`src/rtl/hazard_detection_unit.sv`:
```
// Hazard detection for a classic 5-stage pipeline with branches resolved in ID.
// Keeps shadow copies of the EX and MEM destination/control fields and raises
// load-use and branch-operand stalls, IF/ID flushes, and two saturating
// performance counters (stall cycles, flush cycles).
//
// Control contract (single definition for all stall/flush signals):
//   Data_Hazard is active-low.  While it is 0, fetch holds PC and IF/ID
//   (pc_write = if_id_write = 0), decode re-presents the same id_* fields
//   next cycle, and a bubble is inserted into EX.  Control_Hazard = 1 means
//   the IF/ID contents are discarded; it is never raised during a stall,
//   because a branch compare made during a stall used stale operands.
module hazard_detection_unit #(
  parameter int REG_ADDR_W = 5,
  parameter int CNT_W      = 16
) (
  input  logic                  clk,
  input  logic                  reset,
  input  logic [REG_ADDR_W-1:0] id_rs,
  input  logic [REG_ADDR_W-1:0] id_rt,
  input  logic                  id_uses_rs,
  input  logic                  id_uses_rt,
  input  logic                  id_branch,
  input  logic                  id_jump,
  input  logic                  id_branch_taken,
  input  logic [REG_ADDR_W-1:0] id_dest_reg,
  input  logic                  id_mem_read,
  input  logic                  id_reg_write,
  output logic                  Data_Hazard,
  output logic                  Control_Hazard,
  output logic                  pc_write,
  output logic                  if_id_write,
  output logic [CNT_W-1:0]      stall_count,
  output logic [CNT_W-1:0]      flush_count
);

  localparam logic [CNT_W-1:0] CNT_ONE = {{(CNT_W-1){1'b0}}, 1'b1};
  localparam logic [CNT_W-1:0] CNT_MAX = {CNT_W{1'b1}};

  // Shadow pipeline state for the instructions in EX and MEM.
  logic [REG_ADDR_W-1:0] ex_dest_q, ex_dest_d;
  logic                  ex_mem_read_q, ex_mem_read_d;
  logic                  ex_reg_write_q, ex_reg_write_d;
  logic [REG_ADDR_W-1:0] mem_dest_q, mem_dest_d;
  logic                  mem_reg_write_q, mem_reg_write_d;
  logic [CNT_W-1:0]      stall_count_q, stall_count_d;
  logic [CNT_W-1:0]      flush_count_q, flush_count_d;

  logic match_ex;
  logic match_mem;
  logic stall_load_use;
  logic stall_br_ex;
  logic stall_br_mem;
  logic stall;
  logic flush;

  // Operand matches of the ID instruction against EX/MEM destinations; $0 never matches.
  always_comb begin
    match_ex  = (ex_dest_q != '0) &&
                ((id_uses_rs && (ex_dest_q == id_rs)) ||
                 (id_uses_rt && (ex_dest_q == id_rt)));
    match_mem = (mem_dest_q != '0) &&
                ((id_uses_rs && (mem_dest_q == id_rs)) ||
                 (id_uses_rt && (mem_dest_q == id_rt)));
  end

  // Stall/flush decision and the externally visible control outputs.
  always_comb begin
    stall_load_use = ex_mem_read_q && ex_reg_write_q && match_ex;
    stall_br_ex    = id_branch && ex_reg_write_q && match_ex;
    stall_br_mem   = id_branch && mem_reg_write_q && match_mem;
    stall          = stall_load_use || stall_br_ex || stall_br_mem;
    // A stall overrides a taken branch: its compare saw stale operands and
    // the branch is re-evaluated once the stall clears.
    flush          = (id_jump || (id_branch && id_branch_taken)) && !stall;
    Data_Hazard    = !stall;
    pc_write       = !stall;
    if_id_write    = !stall;
    Control_Hazard = flush;
    stall_count    = stall_count_q;
    flush_count    = flush_count_q;
  end

  // Next shadow state: bubbles are gated here rather than trusted from decode.
  always_comb begin
    ex_dest_d       = id_dest_reg;
    ex_mem_read_d   = id_mem_read && !stall;
    ex_reg_write_d  = id_reg_write && !stall && !flush;
    mem_dest_d      = ex_dest_q;
    mem_reg_write_d = ex_reg_write_q;
  end

  // Saturating counters: hold at all-ones instead of wrapping.
  always_comb begin
    stall_count_d = stall_count_q;
    flush_count_d = flush_count_q;
    if (stall && (stall_count_q != CNT_MAX)) begin
      stall_count_d = stall_count_q + CNT_ONE;
    end
    if (flush && (flush_count_q != CNT_MAX)) begin
      flush_count_d = flush_count_q + CNT_ONE;
    end
  end

  // State registers, cleared immediately by reset.
  always_ff @(posedge clk or posedge reset) begin
    if (reset) begin
      ex_dest_q       <= '0;
      ex_mem_read_q   <= 1'b0;
      ex_reg_write_q  <= 1'b0;
      mem_dest_q      <= '0;
      mem_reg_write_q <= 1'b0;
      stall_count_q   <= '0;
      flush_count_q   <= '0;
    end else begin
      ex_dest_q       <= ex_dest_d;
      ex_mem_read_q   <= ex_mem_read_d;
      ex_reg_write_q  <= ex_reg_write_d;
      mem_dest_q      <= mem_dest_d;
      mem_reg_write_q <= mem_reg_write_d;
      stall_count_q   <= stall_count_d;
      flush_count_q   <= flush_count_d;
    end
  end

endmodule

```
`config.mk`:
```
export PLATFORM = sky130hd
export DESIGN_NAME = hazard_detection_unit
export DESIGN_NICKNAME = d
export VERILOG_FILES = /design/src/rtl/hazard_detection_unit.sv
export SDC_FILE = /design/constraint.sdc
export NUM_CORES = 1
export LEC_CHECK = 0
export CORE_MARGIN = 2
export CORE_UTILIZATION = 30
export CTS_BUF_LIST = sky130_fd_sc_hd__clkbuf_2
export CTS_CLUSTER_SIZE = 10
export DETAILED_ROUTE_END_ITERATION = 6
export GPL_TIMING_DRIVEN = 1
export PLACE_DENSITY = 0.56
export SYNTH_ARGS = -nofsm -noshare
export SYNTH_HDL_FRONTEND = slang
export SYNTH_SLANG_ARGS = --single-unit
```
`constraint.sdc`:
```
create_clock -name clk -period 3.3 [get_ports clk]
set_clock_uncertainty 0.05 [all_clocks]
set_input_delay 0.825 -clock clk [delete_from_list [all_inputs] [get_ports clk]]
set_output_delay 0.825 -clock clk [all_outputs]
set_load 0.005 [all_outputs]
```
==> summary.txt <==
Detailed routing
  – WL final: 5.04 mm
  – First-pass DRT Iterations: 4
  – 1st-iter DRT viols: 50
  – Detailed-route via count: 1,727
  – Detail Route Antenna Nets: 0
  – Drt drc: 0
  – Wire length per cell: 13.8 µm
  – Routed vias/inst: 4.74

Floorplanning
  – IO Pins: 60
  – Initial Utilization: 30.9%
  – Core area: 7210 µm²
  – Cell row count: 31
  – DIE WIDTH: 90.1 µm
  – Die Outline Area: 8120 µm²
  – Die height: 90.1 µm

Timing
  – Final setup viols: 0
  – Slew Viols, Final: 0
  – Least-Margin Pin Slew: 0.583 ns
  – Fmax: 326 MHz
  – Final hold viol count: 0
  – RSZ-0062 raised after global routing: no
  – Max-slew headroom: 60.9%
  – Final WS setup: 0.234 ns
  – Final period util: 92.9%
  – Final Critical Period: 3.07 ns

Yosys
  – FFs w/ async S/R, synth: 100%
  – Ys flop type: dfrtp_1
  – Yosys top cell area share: 50.6%
  – Synthesized area per cell: 11.4 µm²
  – YS warnings: 0
  – Post-Syn Nets: 221
  – Seq cells post-synth: 45
  – Syn Std Cell Area: 2230 µm²
  – Count leader, synth: dfrtp_1
  – Leading cell types by count after synthesis: dfrtp_1 (45), xnor2_1 (33), nand4_1 (15), xor2_1 (15)
  – Cells after synthesis: 195
  – Sequential share of the synthesized area: 50.6%
  – Post-synth top area cell: dfrtp_1
  – Number of flops mapped to enable cells by yosys: 0
  – Post-synth cell types: 36
  – Top cells by area, synth: dfrtp_1 (51%), xnor2_1 (13%), xor2_1 (5.9%)

Job
  – Max-Cap Viols: 0

Placed design
  – Post-DP HPWL: 3.63 mm
  – Routability cong.: 0.759
  – Pre-CTS WS: -0.193 ns
  – Number of port buffers: 59

Clocking
  – CTS Sinks: 45
  – Root buffer cell: clkbuf_2
  – Total CTS buffers: 5
  – Clk slew on worst S/H paths: 0.25 ns
  – CTS max path bufs: 2
  – Clock Latency Late Sink: 0.41 ns
  – CTS tree: yes
  – Htree depth: 2

GRT
  – First-pass GRT wire length: 8.69 mm
  – Overall Global Routing Usage: 13.0%
  – Largest net degree at the start of global routing: 46
  – Initial antenna violation count: 0
  – GR Overflow Total: 0
  – Vias in the first global route: 1,787

Final layout
  – Proportion of layout cells with a drive suffix above 1: 11.3%
  – # diodes: 0
  – P&R area growth vs syn: 35.8%
  – Number of fill cells in the layout: 724
  – Layout Nets: 290

Worst setup path
  – Setup CP Type: in2out
  – Crit path required time: 2.42 ns
  – Slowest CP cell: clkdlybuf4s50_1
  – Buf/Inv on CP: 3
  – Worst Setup End Kind: output pin
  – Startpoint types: input pin
  – CP Max Fanout: 4
  – Top delay family on crit path: buffers and inverters
  – Critical-path cell list: clkdlybuf4s50_1 -> buf_4 -> o311a_1 -> a22oi_4 -> nor2b_4 -> dlygate4sd2_1
  – Worst stage delay on the critical path: 0.46 ns
  – WP data arrival: 2.19 ns

Power
  – Peak supply drop: 0.279 mV
  – Power density cells: 394 nW/µm²
  – Final Total Pwr: 0.00119 W
  – Lkg Pwr: 1.36 nW

Worst hold path
  – Hold crit path type: reg2reg

Run status
  – Status: completed
## state kept, by name, indices dropped and copies added (netlist names)
signal           flops
flush_count         16
mem_dest_q           5
stall_count         16
mem_reg_write_q      1
ex_dest_q            5
ex_mem_read_q        1
ex_reg_write_q       1
## timing repair
item,CTS,global route
gates resized for setup,14,6
hold endpoints to repair,0,0
setup endpoints to repair,4,3
hold buffers,0,0
pin swaps,2,1
setup buffers,2,0
gates cloned,0,0
## cells by family (layout without fill, tap and decap cells)
group                    Yosys count  count (layout)  share of synthesized area (%)
AND/OR/NAND/NOR                   79              79                           21.6
XOR/XNOR                          48              48                           18.9
AO/OA/AOI/OAI                      8               8                           3.20
flip-flops                        45              45                           50.6
multiplexers                       4               4                           1.97
adder cells (fa/ha/maj)            2               2                           1.12
buffers and inverters              9              79                           2.59
## cell usage in the layout, fill, tap and decap left out, drive strengths merged, types with 4 or more instances in the layout
cell	count
nor4	4
and3	11
xor2	15
nand4	15
nand3	11
nor3	7
dlygate4sd2	11
nand2	9
dfrtp	45
nor2	5
clkdlybuf4s50	45
clkbuf	5
xnor2	33
buf	10
## routing by layer
layer	up-vias	track usage, %	share of wire (%)
met5	-	0	0
met4	0	4.23	1.2
met3	4	2.60	3.6
met2	37	21.2	46
met1	856	17.3	49
li1	830	-	-
## power by group
| group | internal [W] | total [W] | switching, W |
|---|---|---|---|
| clock | 0.0000496 | 0.000232 | 0.000182 |
| combinational | 0.000182 | 0.000278 | 0.0000955 |
| sequential | 0.000609 | 0.000681 | 0.0000712 |
## per-stage QoR
| step | std cells | util [%] | setup TNS [ns] | area [µm²] | hold slack, ns |
|---|---|---|---|---|---|
| 2_1_floorplan | 195 | - | 0 | 2230 | 0.298 |
| 3_3_place_gp | 354 | 40.9 | -0.533 | 2950 | 0.307 |
| 3_5_place_dp | 354 | 40.9 | -0.679 | 2950 | 0.312 |
| 4_1_cts | 364 | 41.7 | -0.0797 | 3010 | 0.384 |
| 5_1_grt | 364 | 41.9 | 0 | 3020 | 0.432 |
| 6_report | 364 | 41.9 | 0 | 3020 | 0.384 |
## final cells by class
class	instances	area [µm²]	share of cell area, %
clock inverter	3	17.5	0.579
tap	99	124	4.10
clock buffer	5	25.0	0.828
sequential	45	1130	37.3
timing repair buffer	69	667	22.1
inverter	2	7.51	0.248
multi-input combinational	141	1060	34.9
## worst paths after layout
path,slack (ns),startpoint,end,cells past startpoint
min,0.38,ex_reg_write_q$_DFF_PP0_,mem_reg_write_q$_DFF_PP0_,0
min in group asynchronous,0.80,reset,ex_dest_q[0]$_DFF_PP0_,3
max reg2reg,1.01,mem_dest_q[1]$_DFF_PP0_,flush_count[14]$_DFFE_PP0P_,7
max in group asynchronous,2.00,reset,flush_count[12]$_DFFE_PP0P_,3
min reg2reg,0.38,ex_reg_write_q$_DFF_PP0_,mem_reg_write_q$_DFF_PP0_,0
max,0.23,id_branch,Control_Hazard,6
Power figures use the tool's default switching activity.
